==> config.mk <==
export PLATFORM = sky130hd
export DESIGN_NAME = wb_copy_master_flat
export DESIGN_NICKNAME = d
export VERILOG_FILES = /design/src/rtl/wb_copy_master_if.sv /design/src/rtl/wb_copy_master.sv /design/src/flat_wrapper.sv
export SDC_FILE = /design/constraint.sdc
export NUM_CORES = 1
export LEC_CHECK = 0
export CORE_MARGIN = 2
export CORE_UTILIZATION = 30
export CTS_BUF_LIST = sky130_fd_sc_hd__clkbuf_4
export CTS_CLUSTER_DIAMETER = 30
export DETAILED_ROUTE_END_ITERATION = 10
export GPL_TIMING_DRIVEN = 0
export SLEW_MARGIN = 25
export SYNTH_ARGS = -nofsm -noshare
export SYNTH_HDL_FRONTEND = slang
export SYNTH_SLANG_ARGS = --single-unit
==> constraint.sdc <==
create_clock -name clk_i -period 10.1 [get_ports clk_i]
set_input_delay 1.515 -clock clk_i [delete_from_list [all_inputs] [get_ports clk_i]]
set_output_delay 1.515 -clock clk_i [all_outputs]
set_load 0.005 [all_outputs]
==> src/rtl/wb_copy_master_if.sv <==
// Wishbone pipelined bus bundle between the block-copy master and the slave fabric.
// Signal suffixes are named from the master's point of view.
interface wb_copy_master_if #(
  parameter int AW = 32,
  parameter int DW = 32
);
  logic [AW-1:0]   wb_addr_o;
  logic [DW-1:0]   wb_dat_o;
  logic [DW/8-1:0] wb_sel_o;
  logic            wb_cyc_o;
  logic            wb_stb_o;
  logic            wb_we_o;
  logic [DW-1:0]   wb_dat_i;
  logic            wb_stall_i;
  logic            wb_ack_i;
  logic            wb_err_i;

  modport master (
    output wb_addr_o, wb_dat_o, wb_sel_o, wb_cyc_o, wb_stb_o, wb_we_o,
    input  wb_dat_i, wb_stall_i, wb_ack_i, wb_err_i
  );

  modport slave (
    input  wb_addr_o, wb_dat_o, wb_sel_o, wb_cyc_o, wb_stb_o, wb_we_o,
    output wb_dat_i, wb_stall_i, wb_ack_i, wb_err_i
  );
endinterface

==> src/rtl/wb_copy_master.sv <==
// Wishbone pipelined master that copies a block of 32-bit words, one word in
// flight (read, write, advance), aborting on bus error or watchdog expiry.
module wb_copy_master #(
  parameter int AW      = 32,
  parameter int DW      = 32,
  parameter int LW      = 16,
  parameter int TIMEOUT = 255
) (
  input  logic                 clk_i,
  input  logic                 rst_i,
  input  logic                 start_i,
  input  logic [AW-1:0]        src_addr_i,
  input  logic [AW-1:0]        dst_addr_i,
  input  logic [LW-1:0]        len_i,
  output logic                 busy_o,
  output logic                 done_o,
  output logic                 err_o,
  output logic [LW-1:0]        words_done_o,
  wb_copy_master_if.master     wb
);

  localparam int              WDW       = (TIMEOUT > 1) ? $clog2(TIMEOUT + 1) : 1;
  localparam logic [WDW-1:0]  WD_LAST   = (TIMEOUT > 0) ? WDW'(TIMEOUT - 1) : '0;
  localparam logic [AW-1:0]   ADDR_MASK = {{(AW-2){1'b1}}, 2'b00};
  localparam logic [AW-1:0]   ADDR_STEP = AW'(4);

  typedef enum logic [2:0] {
    S_IDLE    = 3'd0,
    S_RD_REQ  = 3'd1,
    S_RD_WAIT = 3'd2,
    S_WR_REQ  = 3'd3,
    S_WR_WAIT = 3'd4
  } state_t;

  state_t          state_q, state_d;
  logic [AW-1:0]   src_q, src_d;
  logic [AW-1:0]   dst_q, dst_d;
  logic [LW-1:0]   len_q, len_d;
  logic [DW-1:0]   dat_q, dat_d;
  logic [WDW-1:0]  wdog_q, wdog_d;
  logic [LW-1:0]   cnt_q, cnt_d;
  logic            err_q, err_d;
  logic            done_q, done_d;
  logic            busy_q, busy_d;
  logic            cyc_q, cyc_d;
  logic            stb_q, stb_d;
  logic            we_q, we_d;
  logic [AW-1:0]   adr_q, adr_d;
  logic [DW/8-1:0] sel_q, sel_d;
  logic            abort_s;
  logic            wd_expired_s;
  logic [LW-1:0]   cnt_inc_s;

  // Next-state, datapath and registered-output next values
  always_comb begin
    state_d      = state_q;
    src_d        = src_q;
    dst_d        = dst_q;
    len_d        = len_q;
    dat_d        = dat_q;
    wdog_d       = '0;
    cnt_d        = cnt_q;
    err_d        = err_q;
    done_d       = 1'b0;
    abort_s      = 1'b0;
    cnt_inc_s    = cnt_q + LW'(1);
    wd_expired_s = (TIMEOUT != 0) && (wdog_q == WD_LAST);

    case (state_q)
      S_IDLE: begin
        if (start_i) begin
          src_d = src_addr_i & ADDR_MASK;
          dst_d = dst_addr_i & ADDR_MASK;
          len_d = len_i;
          err_d = 1'b0;
          cnt_d = '0;
          if (len_i == '0) begin
            done_d = 1'b1;
          end else begin
            state_d = S_RD_REQ;
          end
        end else begin
          state_d = S_IDLE;
        end
      end
      S_RD_REQ: begin
        if (!wb.wb_stall_i) begin
          state_d = S_RD_WAIT;
        end else begin
          state_d = S_RD_REQ;
        end
      end
      S_RD_WAIT: begin
        // err wins over a simultaneous ack
        if (wb.wb_err_i) begin
          abort_s = 1'b1;
        end else if (wb.wb_ack_i) begin
          dat_d   = wb.wb_dat_i;
          state_d = S_WR_REQ;
        end else if (wd_expired_s) begin
          abort_s = 1'b1;
        end else begin
          wdog_d = wdog_q + WDW'(1);
        end
      end
      S_WR_REQ: begin
        if (!wb.wb_stall_i) begin
          state_d = S_WR_WAIT;
        end else begin
          state_d = S_WR_REQ;
        end
      end
      S_WR_WAIT: begin
        if (wb.wb_err_i) begin
          abort_s = 1'b1;
        end else if (wb.wb_ack_i) begin
          cnt_d = cnt_inc_s;
          src_d = src_q + ADDR_STEP;
          dst_d = dst_q + ADDR_STEP;
          if (cnt_inc_s == len_q) begin
            state_d = S_IDLE;
            done_d  = 1'b1;
          end else begin
            state_d = S_RD_REQ;
          end
        end else if (wd_expired_s) begin
          abort_s = 1'b1;
        end else begin
          wdog_d = wdog_q + WDW'(1);
        end
      end
      default: begin
        state_d = S_IDLE;
      end
    endcase

    if (abort_s) begin
      err_d   = 1'b1;
      done_d  = 1'b1;
      state_d = S_IDLE;
    end else begin
      err_d = err_d;
    end

    // Bus outputs are derived from the next state so they leave the flops clean
    busy_d = (state_d != S_IDLE);
    cyc_d  = busy_d;
    stb_d  = (state_d == S_RD_REQ) || (state_d == S_WR_REQ);
    we_d   = (state_d == S_WR_REQ) || (state_d == S_WR_WAIT);
    sel_d  = busy_d ? '1 : '0;
    case (state_d)
      S_RD_REQ, S_RD_WAIT: adr_d = src_d;
      S_WR_REQ, S_WR_WAIT: adr_d = dst_d;
      default:             adr_d = '0;
    endcase
  end

  // State, datapath and output registers
  always_ff @(posedge clk_i or posedge rst_i) begin
    if (rst_i) begin
      state_q <= S_IDLE;
      src_q   <= '0;
      dst_q   <= '0;
      len_q   <= '0;
      dat_q   <= '0;
      wdog_q  <= '0;
      cnt_q   <= '0;
      err_q   <= 1'b0;
      done_q  <= 1'b0;
      busy_q  <= 1'b0;
      cyc_q   <= 1'b0;
      stb_q   <= 1'b0;
      we_q    <= 1'b0;
      adr_q   <= '0;
      sel_q   <= '0;
    end else begin
      state_q <= state_d;
      src_q   <= src_d;
      dst_q   <= dst_d;
      len_q   <= len_d;
      dat_q   <= dat_d;
      wdog_q  <= wdog_d;
      cnt_q   <= cnt_d;
      err_q   <= err_d;
      done_q  <= done_d;
      busy_q  <= busy_d;
      cyc_q   <= cyc_d;
      stb_q   <= stb_d;
      we_q    <= we_d;
      adr_q   <= adr_d;
      sel_q   <= sel_d;
    end
  end

  assign busy_o       = busy_q;
  assign done_o       = done_q;
  assign err_o        = err_q;
  assign words_done_o = cnt_q;
  assign wb.wb_addr_o = adr_q;
  assign wb.wb_dat_o  = dat_q;
  assign wb.wb_sel_o  = sel_q;
  assign wb.wb_cyc_o  = cyc_q;
  assign wb.wb_stb_o  = stb_q;
  assign wb.wb_we_o   = we_q;

endmodule

==> src/flat_wrapper.sv <==
// flat-port wrapper written by rule: the top's interface ports become plain ports
module wb_copy_master_flat 
#(
  parameter int AW      = 32,
  parameter int DW      = 32,
  parameter int LW      = 16,
  parameter int TIMEOUT = 255
)
  (clk_i, rst_i, start_i, src_addr_i, dst_addr_i, len_i, busy_o, done_o, err_o, words_done_o, wb_wb_addr_o, wb_wb_dat_o, wb_wb_sel_o, wb_wb_cyc_o, wb_wb_stb_o, wb_wb_we_o, wb_wb_dat_i, wb_wb_stall_i, wb_wb_ack_i, wb_wb_err_i);
  wb_copy_master_if #(.AW(AW), .DW(DW)) wb_i ();
  input  logic clk_i;
  input  logic rst_i;
  input  logic start_i;
  input  logic [AW-1:0] src_addr_i;
  input  logic [AW-1:0] dst_addr_i;
  input  logic [LW-1:0] len_i;
  output logic busy_o;
  output logic done_o;
  output logic err_o;
  output logic [LW-1:0] words_done_o;
  output wire logic [$bits(wb_i.wb_addr_o)-1:0] wb_wb_addr_o;
  output wire logic [$bits(wb_i.wb_dat_o)-1:0] wb_wb_dat_o;
  output wire logic [$bits(wb_i.wb_sel_o)-1:0] wb_wb_sel_o;
  output wire logic [$bits(wb_i.wb_cyc_o)-1:0] wb_wb_cyc_o;
  output wire logic [$bits(wb_i.wb_stb_o)-1:0] wb_wb_stb_o;
  output wire logic [$bits(wb_i.wb_we_o)-1:0] wb_wb_we_o;
  input wire logic [$bits(wb_i.wb_dat_i)-1:0] wb_wb_dat_i;
  input wire logic [$bits(wb_i.wb_stall_i)-1:0] wb_wb_stall_i;
  input wire logic [$bits(wb_i.wb_ack_i)-1:0] wb_wb_ack_i;
  input wire logic [$bits(wb_i.wb_err_i)-1:0] wb_wb_err_i;
  assign wb_wb_addr_o = wb_i.wb_addr_o;
  assign wb_wb_dat_o = wb_i.wb_dat_o;
  assign wb_wb_sel_o = wb_i.wb_sel_o;
  assign wb_wb_cyc_o = wb_i.wb_cyc_o;
  assign wb_wb_stb_o = wb_i.wb_stb_o;
  assign wb_wb_we_o = wb_i.wb_we_o;
  assign wb_i.wb_dat_i = wb_wb_dat_i;
  assign wb_i.wb_stall_i = wb_wb_stall_i;
  assign wb_i.wb_ack_i = wb_wb_ack_i;
  assign wb_i.wb_err_i = wb_wb_err_i;
  wb_copy_master #(.AW(AW), .DW(DW), .LW(LW), .TIMEOUT(TIMEOUT)) u_core (.clk_i(clk_i), .rst_i(rst_i), .start_i(start_i), .src_addr_i(src_addr_i), .dst_addr_i(dst_addr_i), .len_i(len_i), .busy_o(busy_o), .done_o(done_o), .err_o(err_o), .words_done_o(words_done_o), .wb(wb_i));
endmodule
==> results.toml, run 1 <==
[setup_path]
path_max_fanout = 10
crit_type = "in2reg"
crit_family = "buffers and inverters"
critPathMaxStageDelay_ps = 890
reg2reg_to = "u_core.wb.wb_addr_o[24]"
cp_slowest_cell = "nor4b_2"
end_kind = "register"
r2r_slack_ps = 6530
cp.arrival_ps = 5290
timing.rr.start = "u_core.state_q[2]"
worstPathRequired_ps = 10640
cp-start-kind = "primary input"
crit_buf_inv = 3
crit_chain = "clkdlybuf4s50_1, nand2b_1, buf_2, nor4b_2, a221oi_2, o21bai_1, clkbuf_1, a32oi_1, o21ai_1"
rr_worst_depth = 7

[route]
vias_per_cell = 5.624
drc = 0
vias = 10390
drt-initial-drc-count = 1205
dr_wl_met3_mm = 3.711
dr_wl_met2_mm = 18.25
ant_nets = 0
wl_met1_mm = 17.22
drt_first_pass_iters = 5
highest_layer = "met5"
wl_per_cell_um = 21.75
drt-total-wl_mm = 40.19

[floorplan]
ios = 208
fp-row-count = 68
die_h_um = 189.9
initial_utilization = 0.3025
fp.dieW_um = 189.9
core_um2 = 34290
dieArea_um2 = 36080

[power_and_ir_drop]
power_w = 0.003592
power_frac_seq = 0.344
cellPowerDensity_nw_per_um2 = 269.3
p_clk_frac = 0.129
internal-power_w = 0.001923
combPwrFrac = 0.527
sw_frac_of_total = 0.4648
p_leak_nw = 5.128
p_sw_w = 0.001670
ir_worst_vdd_mv = 0.1224

[sta]
worst_clock_skew_ps = 53.22
grt_setup_unrepaired = "false"
fin_crit_ps = 4744
tns_ps = 0
setup_viol = 0
slew_headroom = 0.2381
fin_crit_sh = 0.4697
max_slew.worst_pin.slew_ps = 1134
fmax_mhz = 210.8
slew_violations = 0
hold_viol = 0

[placed_design]
portBuffers = 203
gp_congestion = 0.9229
dp.final_hpwl_mm = 29.15

[hold_path]
hold_depth = 1
hold_end = "u_core.dst_q[1]"
min_from = "u_core.dst_q[1]"
hp-class = "reg2reg"

[logic_synthesis]
syn_inst = 1153
ys_seq_area_frac = 0.4246
synthSimpleGateAreaFrac = 0.2374
avgSynthCellArea_um2 = 8.996
synth_compound_area_frac = 0.2045
synthMuxAreaShare = 0.05078
synth_area_leader_cell = "dfrtp_1"
synth_top_family_by_area = "simple AND/OR/NAND/NOR gates"
yosys.area.top_type_share = 0.4246
synth-seq-cells = 176
synth_async_sr_flop_share = 1.000
synth_edf_count = 0
synth_cell_types = 91
synth-xor-area-share = 0.02593
synth-adder-area-share = 0.006031
yosysMostFrequentCell = "dfrtp_1"
synthTopCellsByCount = "dfrtp_1, nand2_1, o21ai_0"
synthTopCellsByArea = "dfrtp_1, nand2_1, mux2_2"
ys_warn_count = 0
syn-cell-area_um2 = 10370
synth_flop_cell = "dfrtp_1"
syn-num-nets = 1276

[run]
drv_cap = 0

[cells_and_area]
final_util = 0.3891
syn_to_final_growth_pct = 28.61
nets = 1499
drive_above_1_share = 0.1087

[global_route]
grt_usage = 0.2228
grt_max_degree = 90
antenna_found_initial = 6
grt_pass1_vias = 10070
grt_pass1_wl_mm = 60.68
overflow = 0

[clocking]
path_clk_slew_ps = 170
clockBufferDepth = 2
htree_num_levels = 4
ctsResizeCount = 0
clock-sinks = 176
numCtsBuffers = 17
post-cts-setup-buffer-count = 0
clock_latency_ps = 680
root_buffer = "clkbuf_4"
cts_tree = "done"
hold_buffers = 0

[run_status]
status = "finished clean"
[placed cells by master, fill, tap and decap left out, types with 9 or more instances in the layout]
| cell | instances |
|---|---|
| nand3_1 | 48 |
| or3_1 | 9 |
| xor2_1 | 15 |
| o21ai_0 | 68 |
| and2_1 | 25 |
| and4_1 | 13 |
| clkbuf_1 | 65 |
| o211ai_1 | 14 |
| a22oi_1 | 19 |
| a21oi_1 | 53 |
| buf_2 | 11 |
| mux2i_1 | 11 |
| dfrtp_1 | 176 |
| nand4_1 | 24 |
| a31oi_1 | 9 |
| o21ai_2 | 17 |
| o21ai_1 | 9 |
| nor4_1 | 33 |
| a32oi_1 | 11 |
| and3_1 | 14 |
| o22ai_1 | 29 |
| inv_1 | 18 |
| nand2_1 | 158 |
| xnor2_1 | 13 |
| clkbuf_4 | 17 |
| mux2_2 | 37 |
| nor3_1 | 28 |
| nor2_1 | 57 |
| clkdlybuf4s50_1 | 203 |
[metrics by stage]
stage	setup WS [ps]	area [um^2]	cells	hold WS (ps)
after floorplan	3811	10370	1153	450.4
after global placement	756.3	12970	1811	467.9
after detailed placement	4596	13020	1812	468.5
after CTS	5305	13330	1844	516.9
after global routing	5208	13330	1845	538.3
final	5356	13340	1848	510.4
[metal layers]
| layer | up-vias | GRT usage |
|---|---|---|
| li1 | 4741 | - |
| met1 | 5049 | 0.3001 |
| met2 | 525 | 0.3476 |
| met3 | 77 | 0.06198 |
| met4 | 2 | 0.06798 |
| met5 | - | 0 |
[state kept, by name, summed over array words and instances (netlist names), 3 cells and up]
| register | count |
|---|---|
| u_core.wb.wb_dat_o | 32 |
| u_core.words_done_o | 16 |
| u_core.wb.wb_addr_o | 32 |
| u_core.len_q | 16 |
| u_core.dst_q | 32 |
| u_core.state_q | 3 |
| u_core.wdog_q | 8 |
| u_core.src_q | 32 |
[power by group through the flow]
stage | Combinational [W] | Clock (W) | Sequential [W]
global placement | 0.00185 | 0 | 0.00124
global route | 0.00205 | 0.000508 | 0.00127
detailed placement | 0.00187 | 0 | 0.00124
floorplan | 0.00107 | 0 | 0.00119
finish | 0.00189 | 0.000464 | 0.00123
CTS | 0.00187 | 0.000482 | 0.00123
[worst max-delay path by stage]
| stage | start | endpoint | slack, ps | cells past startpoint |
|---|---|---|---|---|
| after floorplan | rst_i | u_core.done_o | 3810 | 1 |
| after global placement | rst_i | u_core.wb.wb_addr_o[9] | 760 | 2 |
| after detailed placement | wb_wb_err_i | u_core.wb.wb_addr_o[24] | 4600 | 9 |
| after CTS | wb_wb_err_i | u_core.wb.wb_addr_o[24] | 5310 | 9 |
| after global routing | wb_wb_err_i | u_core.wb.wb_addr_o[29] | 5210 | 9 |
| final | wb_wb_err_i | u_core.wb.wb_addr_o[24] | 5360 | 9 |
[area by class of cell]
type / instances / area (um^2)
Antenna cell: 4 / 10.01
Buffer: 97 / 447.9
Clock buffer: 17 / 127.6
Clock inverter: 15 / 187.7
Fill cell: 3512 / 20950
Inverter: 21 / 86.33
Multi-Input combinational cell: 859 / 5448
Sequential cell: 176 / 4404
Tap cell: 455 / 569.3
Timing Repair Buffer: 204 / 2059
[cells by family (layout without fill, tap and decap cells)]
family / count (synthesis) / in the layout
AO/OA/AOI/OAI: 311 / 311
XOR/XNOR: 29 / 29
adder cells (fa/ha/maj): 5 / 5
buffers and inverters: 118 / 354
flip-flops: 176 / 176
multiplexers: 48 / 48
other: 0 / 4
AND/OR/NAND/NOR: 466 / 466
Power figures use the tool's default switching activity.
==> run 2, diff against run 1 <==
- clock period: 10.1 -> 4.9 ns (I/O delays scaled with it)
==> results.toml, run 2 (synthesis results as in run 1) <==
[floorplan]
initial_utilization = 0.3025
fp-row-count = 68
core_um2 = 34290
fp.dieW_um = 189.9
dieArea_um2 = 36080
ios = 208
die_h_um = 189.9

[power_and_ir_drop]
ir_worst_vdd_mv = 0.2355
cellPowerDensity_nw_per_um2 = 549.5
p_leak_nw = 5.181

[route]
ant_nets = 0
wl_per_cell_um = 21.61
vias_per_cell = 5.641
drc = 0
drt-total-wl_mm = 40.06
vias = 10460
drt_first_pass_iters = 5
drt-initial-drc-count = 1219

[clocking]
htree_num_levels = 4
clock_latency_ps = 680
hold_buffers = 0
clock-sinks = 176
cts_tree = "done"
numCtsBuffers = 17
post-cts-setup-buffer-count = 0
clockBufferDepth = 2
ctsResizeCount = 0
path_clk_slew_ps = 190
root_buffer = "clkbuf_4"

[global_route]
overflow = 0
grt_pass1_vias = 10030
grt_max_degree = 32
grt_usage = 0.2194
antenna_found_initial = 5
grt_pass1_wl_mm = 60.26

[sta]
grt_setup_unrepaired = "false"
setup_viol = 0
fin_crit_sh = 0.8169
slew_violations = 0
fmax_mhz = 249.8
setup_ws_ps = 897.4
hold_viol = 0
max_slew.worst_pin.slew_ps = 993.4
slew_headroom = 0.3360
worst_clock_skew_ps = 48.26
tns_ps = 0
fin_crit_ps = 4003

[cells_and_area]
layoutNonFillerInstCount = 1854
layout_common_cells = "clkdlybuf4s50_1, dfrtp_1, nand2_1"
syn_to_final_growth_pct = 29.86
drive_above_1_share = 0.1133
nets = 1505
nFillCells = 3407
regArea_um2 = 4404
layout_commonest_cell = "clkdlybuf4s50_1"
multi_input_area_um2 = 5453

[run]
drv_cap = 0

[hold_path]
hp-class = "in2async"

[setup_path]
cp-start-kind = "primary input"
cp.arrival_ps = 4560
end_kind = "register"
crit_type = "in2reg"
worstPathRequired_ps = 5460
path_max_fanout = 10

[placed_design]
gp_congestion = 0.9595
portBuffers = 203
pre_cts_slack_ps = 214.6
numPlacedInstances = 1818
dp.final_hpwl_mm = 29.52

[run_status]
status = "finished clean"
[run 2: cell count changes in the layout (fill, tap and decap cells not counted)]
cell,delta
nor3_1,-1
nor3_2,+1
inv_8,-1
clkinv_8,+1
clkinv_4,+1
clkinvlp_4,+1
buf_12,+6
inv_6,-2
[run 2: layer usage]
metal | global-route usage | wire length, um
met1 | 0.2961 | 16990
met2 | 0.3450 | 18220
met3 | 0.05682 | 3886
met4 | 0.06679 | 929
met5 | 0 | 31
[run 2: where the power goes]
| group | switching [W] | total [W] | internal, W |
|---|---|---|---|
| clock network | 0.000662 | 0.000952 | 0.000290 |
| registers | 0.000530 | 0.00256 | 0.00203 |
| logic | 0.00224 | 0.00389 | 0.00166 |
[run 2: per-stage QoR]
step                area, um^2  hold WS, ps  power [W]    util
floorplan                10380        450.4   0.004663       -
global placement         12980        467.6   0.006356  0.3785
detailed placement       13130        468.5   0.006401  0.3830
CTS                      13450        271.7   0.007381  0.3924
global route             13460        269.5   0.007859  0.3927
finish                   13470        312.0   0.007401  0.3928
[run 2: final timing paths]
check                                   from                      end  slack, ps  cells after the start
max in group asynchronous              rst_i          u_core.src_q[6]       3640                      6
min in group clk_i           u_core.dst_q[1]          u_core.dst_q[1]        500                      1
min                                    rst_i    u_core.wb.wb_sel_o[2]        310                      2
max                              wb_wb_err_i  u_core.wb.wb_addr_o[29]        900                      9
max reg2reg                u_core.state_q[1]  u_core.wb.wb_addr_o[29]       1310                      7
min reg2reg                  u_core.dst_q[1]          u_core.dst_q[1]        500                      1
[run 2: critical path, cell delays in order]
cell and delay [ps]:
clkdlybuf4s50_1 590, nand2b_1 230, buf_2 210, nor4b_2 870
a221oi_2 160, o21bai_1 620, clkbuf_1 580, o21ai_0 350
o311ai_0 210
[run 2: final cells by class]
class | instances | share of cell area
plain buffers | 97 | 0.03326
flip-flops and latches | 176 | 0.3270
clock buffers | 17 | 0.009475
diodes | 4 | 0.0007431
clock inverters | 15 | 0.01449
inverters | 21 | 0.006131
repair buffers | 210 | 0.1618
well taps | 455 | 0.04227
multi-input cells | 859 | 0.4048
